==> src/rtl/dmem_port_arbiter.sv <==
// rtl/dmem_port_arbiter.sv - shares dmem port A between CPU memory stage and a DMA/boot requester
// Single-cycle arbitration, locked DMA bursts, starvation guard and read-return tagging.
module dmem_port_arbiter #(
  parameter int ADDR_W     = 12,
  parameter int DATA_W     = 32,
  parameter int STARVE_MAX = 4,
  parameter int BURST_MAX  = 16
) (
  input  logic              clk,
  input  logic              rst,
  input  logic              cpu_req,
  input  logic [3:0]        cpu_we,
  input  logic [ADDR_W-1:0] cpu_addr,
  input  logic [DATA_W-1:0] cpu_wdata,
  output logic              cpu_stall,
  output logic [DATA_W-1:0] cpu_rdata,
  output logic              cpu_rvalid,
  input  logic              dma_req,
  input  logic              dma_lock,
  input  logic [3:0]        dma_we,
  input  logic [ADDR_W-1:0] dma_addr,
  input  logic [DATA_W-1:0] dma_wdata,
  output logic              dma_gnt,
  output logic [DATA_W-1:0] dma_rdata,
  output logic              dma_rvalid,
  output logic [ADDR_W-1:0] mem_addr,
  output logic [3:0]        mem_we,
  output logic [DATA_W-1:0] mem_din,
  input  logic [DATA_W-1:0] mem_dout
);

  localparam int SW = $clog2(STARVE_MAX + 1);
  localparam int BW = $clog2(BURST_MAX + 1);

  typedef enum logic [0:0] {ARB, BURST} state_t;
  typedef enum logic [1:0] {OWN_NONE, OWN_CPU, OWN_DMA} owner_t;

  state_t        state_q, state_d;
  logic [SW-1:0] starve_cnt_q, starve_cnt_d;
  logic [BW-1:0] burst_cnt_q, burst_cnt_d;
  logic          yield_q, yield_d;
  owner_t        rd_owner_q, rd_owner_d;

  logic          dma_sel;
  logic          cpu_gnt;
  logic          burst_max_hit;
  logic [BW-1:0] burst_cnt_inc;

  // Grants are suppressed while reset is asserted so nothing reaches the RAM.
  always_comb begin
    dma_sel = 1'b0;
    if (state_q == BURST) begin
      dma_sel = 1'b1;
    end else if (dma_req) begin
      dma_sel = !cpu_req || ((starve_cnt_q == SW'(STARVE_MAX)) && !yield_q);
    end
  end

  assign dma_gnt   = rst & dma_req & dma_sel;
  assign cpu_gnt   = rst & cpu_req & ~dma_sel & (state_q == ARB);
  assign cpu_stall = cpu_req & ~cpu_gnt;

  always_comb begin
    mem_addr = '0;
    mem_we   = 4'h0;
    mem_din  = '0;
    if (cpu_gnt) begin
      mem_addr = cpu_addr;
      mem_we   = cpu_we;
      mem_din  = cpu_wdata;
    end else if (dma_gnt) begin
      mem_addr = dma_addr;
      mem_we   = dma_we;
      mem_din  = dma_wdata;
    end
  end

  always_comb begin
    state_d       = state_q;
    burst_cnt_d   = burst_cnt_q;
    yield_d       = 1'b0;
    starve_cnt_d  = '0;
    rd_owner_d    = OWN_NONE;
    burst_max_hit = 1'b0;
    burst_cnt_inc = burst_cnt_q + 1'b1;

    if (dma_req && !dma_gnt) begin
      starve_cnt_d = (starve_cnt_q == SW'(STARVE_MAX)) ? starve_cnt_q : starve_cnt_q + 1'b1;
    end

    if (cpu_gnt && (cpu_we == 4'h0)) begin
      rd_owner_d = OWN_CPU;
    end else if (dma_gnt && (dma_we == 4'h0)) begin
      rd_owner_d = OWN_DMA;
    end

    // burst_cnt counts grants in the burst, including the one that opened it.
    case (state_q)
      ARB: begin
        if (dma_gnt && dma_lock) begin
          state_d     = BURST;
          burst_cnt_d = BW'(1);
        end
      end
      BURST: begin
        burst_max_hit = dma_gnt && (burst_cnt_inc == BW'(BURST_MAX));
        if (dma_gnt) begin
          burst_cnt_d = burst_cnt_inc;
        end
        if (!dma_lock || !dma_req || burst_max_hit) begin
          state_d     = ARB;
          burst_cnt_d = '0;
          yield_d     = burst_max_hit;
        end
      end
      default: state_d = ARB;
    endcase
  end

  always_ff @(posedge clk or negedge rst) begin
    if (!rst) begin
      state_q      <= ARB;
      starve_cnt_q <= '0;
      burst_cnt_q  <= '0;
      yield_q      <= 1'b0;
      rd_owner_q   <= OWN_NONE;
    end else begin
      state_q      <= state_d;
      starve_cnt_q <= starve_cnt_d;
      burst_cnt_q  <= burst_cnt_d;
      yield_q      <= yield_d;
      rd_owner_q   <= rd_owner_d;
    end
  end

  assign cpu_rvalid = (rd_owner_q == OWN_CPU);
  assign dma_rvalid = (rd_owner_q == OWN_DMA);
  assign cpu_rdata  = cpu_rvalid ? mem_dout : '0;
  assign dma_rdata  = dma_rvalid ? mem_dout : '0;

endmodule

==> config.mk <==
export PLATFORM = sky130hd
export DESIGN_NAME = dmem_port_arbiter
export DESIGN_NICKNAME = d
export VERILOG_FILES = /design/src/rtl/dmem_port_arbiter.sv
export SDC_FILE = /design/constraint.sdc
export NUM_CORES = 1
export LEC_CHECK = 0
export ABC_CLOCK_PERIOD_IN_PS = 2570
export CAP_MARGIN = 20
export CORE_AREA = 2 2 97 99
export DETAILED_ROUTE_END_ITERATION = 10
export DIE_AREA = 0 0 99 101
export PLACE_DENSITY = 0.65
export SETUP_SLACK_MARGIN = 0.4
export SLEW_MARGIN = 25
export SYNTH_ARGS = -nofsm -noshare
export SYNTH_HDL_FRONTEND = slang
export SYNTH_SLANG_ARGS = --single-unit
==> constraint.sdc <==
create_clock -name clk -period 2.57 [get_ports clk]
set_input_delay 0.771 -clock clk [delete_from_list [all_inputs] [get_ports clk]]
set_output_delay 0.771 -clock clk [all_outputs]
set_load 0.02 [all_outputs]
---- After elaboration in Yosys (flattened, before gate mapping) ----
Cells that the tools add are included.
word-level totals
  flip-flop bits (word level) ............. 12
  input port bits ......................... 133
cells by class
  $add $sub $neg .......................... 2
  reduce and logical (&&, ||, !) cells .... 17
  bitwise logic cells ..................... 9
  equality and inequality tests ........... 7
  muxes and demuxes ....................... 23
operator list
  operator             count
  $mux 32              4
  $mux 12              2
  $mux 5               3
  $pmux 5 s2           1
  $logic_not 4->1      2
  $mux 4               2
  $and 1x1->1          6
  $logic_and 1x1->1    6
  $mux 1               6
  $mux 3               2
  $add 5x1->5 const B  1
  $eq 5x5->1 const B   1
  $logic_not 1->1      5
  $mux 2               2
  $add 3x1->3 const B  1
  $eq 3x3->1 const B   1
  $logic_or 1x1->1     3
  $ne 3x2->1 const B   1
  $not 1->1            3
  $eq 2x1->1 const B   1
  $eq 2x2->1 const B   1
  $ne 2x1->1 const B   1
  $ne 2x2->1 const B   1
  $pmux 1 s2           1
  $reduce_and 2->1     1

---- Longest topological paths before layout ----
  word-level depth ........................ 10
  depth in mapped cells ................... 7

---- Least setup slack after synthesis ----
Ideal clock, no wire load.
  path type ............................... input to output
  start point ............................. input port rst
  end point ............................... output port mem_din[11]
  path slack .............................. -0.001 ns
  buffers on the path ..................... 3
  stages .................................. 7
  data arrival time ....................... 1.800 ns
  cells stage by stage .................... buf_2 nand2b_4 a41oi_2 and2_4 buf_12 buf_12 a22o_1
between the ends
  word-level cells in the longest chain between the ends .. 4
RTL lines
  element                                        RTL line  source
  start, declared                                10        input logic rst,
  $and 1x1->1 (on tied branches) (2 in series)   59, 60
  $mux 32 / $and 1x1->1 (equally long branches)  71, 60
  $mux 32 (*)                                    67        if (cpu_gnt) begin
  end, declared                                  28        output logic [DATA_W-1:0] mem_din,
Mark *: on every way between the ends. The rest lies on a longest branch, timed or not.

---- Worst setup path after layout ----
  start point ............................. input port cpu_req
  end point ............................... output port mem_din[26]
between the ends
  word-level cells in the longest chain between the ends .. 8
RTL lines
  element                    RTL line  source
  start, declared            11        input logic cpu_req,
  $logic_not 1->1            55        dma_sel = !cpu_req || ((starve_cnt_q == SW'(STARVE_MAX)) && !yield_q);
  $logic_or 1x1->1           55
  $mux 1                     54        end else if (dma_req) begin
  $mux 1                     52        if (state_q == BURST) begin
  $not 1->1                  60        assign cpu_gnt = rst & cpu_req & ~dma_sel & (state_q == ARB);
  $and 1x1->1 (2 in series)  60
  $mux 32 (*)                67
Marked as above.

==> run_results.csv <==
group,metric,value,unit
outcome,status,"finished, violations left",
outcome,violations,"negative setup slack",
floorplan,core,8980,um^2
critical_path,required,1800,ps
yosys,synth.most_common_cell,"and2_1",
critical_path,crit_chain,"buf_6, nor2b_4, a21oi_4, buf_12, buf_12, buf_16, a22o_4, buf_6",
yosys,ys_seq_elements,12,
sta,max_clock_freq,378,MHz
floorplan,rows,35,
critical_path,cp.depth,8,
critical_path,ff2ff_path_depth,10,
sta,min_period,2640,ps
yosys,synth.distinct_cells,38,
yosys,synth_compound_area_share,31.9,%
floorplan,die_w,99,um
grt,antenna_found_initial,0,
yosys,synth_commonest_cells,"and2_1, a22o_1, nand2_1, dfrtp_1, buf_2",
sta,maxSlewViolCount,0,
critical_path,max_stage_delay,240,ps
power,fin_total_pwr,1190,uW
final_layout,n_fill_cell,772,
clock_network,cts_buffers,3,
clock_network,clk_pin_slew,60,ps
floorplan,pin_count,249,
clock_network,cts_sinks,12,
yosys,synth_top_family_by_area,"simple AND/OR/NAND/NOR gates",
grt,grt_max_degree,34,
drt,wl_per_cell,16.9,um
final_layout,antenna_cells,0,
critical_path,crit_type,"in2out",
critical_path,worst-path-buf-inv,5,
final_layout,nNetsFinal,640,
clock_network,hold_buffers,0,
clock_network,root_buffer,"clkbuf_8",
yosys,yosys-top-cells-area,"a22o_1, and2_1, dfrtp_1, buf_12, nand2_1",
drt,postRouteAntennaNets,0,
drt,finalWirelength,10.3,mm
worst_hold_path,worstHoldPathType,"in2async",
drt,drc,0,
yosys,syn_inst,218,
sta,rsz0062_at_grt,"yes",
sta,setup_viol,37,
yosys,synth_edf_count,0,
yosys,synth-warning-count,0,
placed_design,hpwl,7.65,mm
yosys,syn-cell-area,1740,um^2
floorplan,die-area,10000,um^2
yosys,ys.flop_type,"dfrtp_1",
critical_path,path_max_fanout,8,
sta,clock_skew,0.872,ps
clock_network,clock_latency,240,ps
clock_network,clockBufferDepth,2,
yosys,yosys.area_share.simple,38.0,%
yosys,yosysSeqAreaShare,17.2,%
yosys,synth.top_cell.area_share,24.1,%
power,p_leak,0.00258,uW
sta,hold_viol,0,
sta,period_share,103,%
yosys,avgSynthCellArea,8.00,um^2
final_layout,final_core_util,60.6,%
grt,grt_pass1_wl,14.6,mm
sta,setup_ws,-74.3,ps
critical_path,worstSetupStartpointType,"input port",
yosys,synthMuxAreaShare,0,%
yosys,yosys.area.top_type,"a22o_1",
placed_design,io_buffers,248,
sta,maxSlewHeadroom,71.9,%
yosys,synth-adder-area-share,2.87,%
clock_network,cts_tree,"done",
final_layout,area_growth,212,%
critical_path,slowest_stage,"a22o_4",
grt,track_usage,18.2,%
yosys,ys_async_sr_fraction,100,%
placed_design,routabilityCongestion,0.793,
floorplan,die_h,101,um
yosys,synth-xor-area-share,1.01,%
job,drv_cap,0,
power,irDropWorstVdd,0.102,mV
clock_network,htreeDepth,1,
drt,dr.pass1.iters,4,
grt,overflow,0,
drt,viasPerCell,4.62,
sta,worst_pin_slew,417,ps
critical_path,crit_arrival,1870,ps
floorplan,start_util,19.4,%
power,p_per_area,218,nW/um^2
yosys,synth_nets,355,
critical_path,crit_family,"buffers and inverters",
final_layout,drive_above_1_share,51.4,%
drt,drtIter0Drc,51,
critical_path,cp-end-kind,"primary output",
grt,grt_pass1_vias,2908,
drt,vias,2834,
## state kept, by name (all words and copies together), names as in the netlist
signal / flops
state_q: 1
yield_q: 1
rd_owner_q: 2
burst_cnt_q: 5
starve_cnt_q: 3
## routing by layer
layer,vias to the layer above,GRT usage (%),routed length [um]
met5,-,0,0
met4,0,6.64,268
met3,20,4.99,966
met2,165,36.8,5550
met1,1279,17.4,3570
li1,1370,-,-
## through the flow
stage | TNS [ps] | setup slack (ps) | hold WS [ps] | cell area (um^2) | cells
after floorplan | 0 | 130 | 475 | 1980 | 218
after global placement | -57680 | -1020 | 557 | 4650 | 580
after detailed placement | -58470 | -1020 | 563 | 4650 | 580
after CTS | -1990 | -83.6 | 402 | 5160 | 600
after global routing | -3980 | -116 | 402 | 5440 | 613
final | -2070 | -74.3 | 404 | 5440 | 613
## logic make-up (layout without fill, tap and decap cells)
group	count (synthesis)	after routing
and+or+nand+nor	110	110
buffers and inverters	22	306
xor gates and xnor gates	2	2
AOI/OAI and AO/OA	68	68
adders and majority gates	4	4
DFF	12	12
## area by class of cell
type	instances	area [um^2]	area share [%]
Inverter	3	11.3	0.207
Sequential cell	12	300	5.52
Timing Repair Buffer	299	3260	60.0
Tap cell	111	139	2.55
Multi-Input combinational cell	184	1670	30.7
Clock buffer	4	55.1	1.01
## report_power, final
part / internal (uW) / total (uW) / switching, uW
Sequential: 202 / 219 / 17.0
Clock: 135 / 211 / 75.8
Combinational: 467 / 757 / 290
## layout by cell type, fill, tap and decap left out, drive strengths merged, types with 5 or more instances in the layout
master,n
clkdlybuf4s50,97
nor2b,5
and2,66
o21ai,6
dfrtp,12
nand2,14
dlygate4sd2,32
buf,161
a21oi,5
a22o,48
clkbuf,12
## final timing paths
| kind | startpoint | to | slack (ps) |
|---|---|---|---|
| min | rst | starve_cnt_q[2]$_DFFE_PN0P_ | 400 |
| max in group asynchronous | rst | starve_cnt_q[0]$_DFFE_PN0P_ | 1930 |
| min in group clk | burst_cnt_q[2]$_DFFE_PN0P_ | burst_cnt_q[2]$_DFFE_PN0P_ | 570 |
| max | cpu_req | mem_din[26] | -70 |
| max reg2reg | starve_cnt_q[0]$_DFFE_PN0P_ | rd_owner_q[1]$_DFF_PN0_ | 860 |
| min reg2reg | burst_cnt_q[2]$_DFFE_PN0P_ | burst_cnt_q[2]$_DFFE_PN0P_ | 570 |
## repair_timing
action,CTS,global route
setup buffers,8,7
resized for setup,685,108
endpoints found under the hold margin,0,0
cloned,8,6
pin swaps,28,57
endpoints found under the setup margin,117,77
Power figures use the tool's default switching activity.
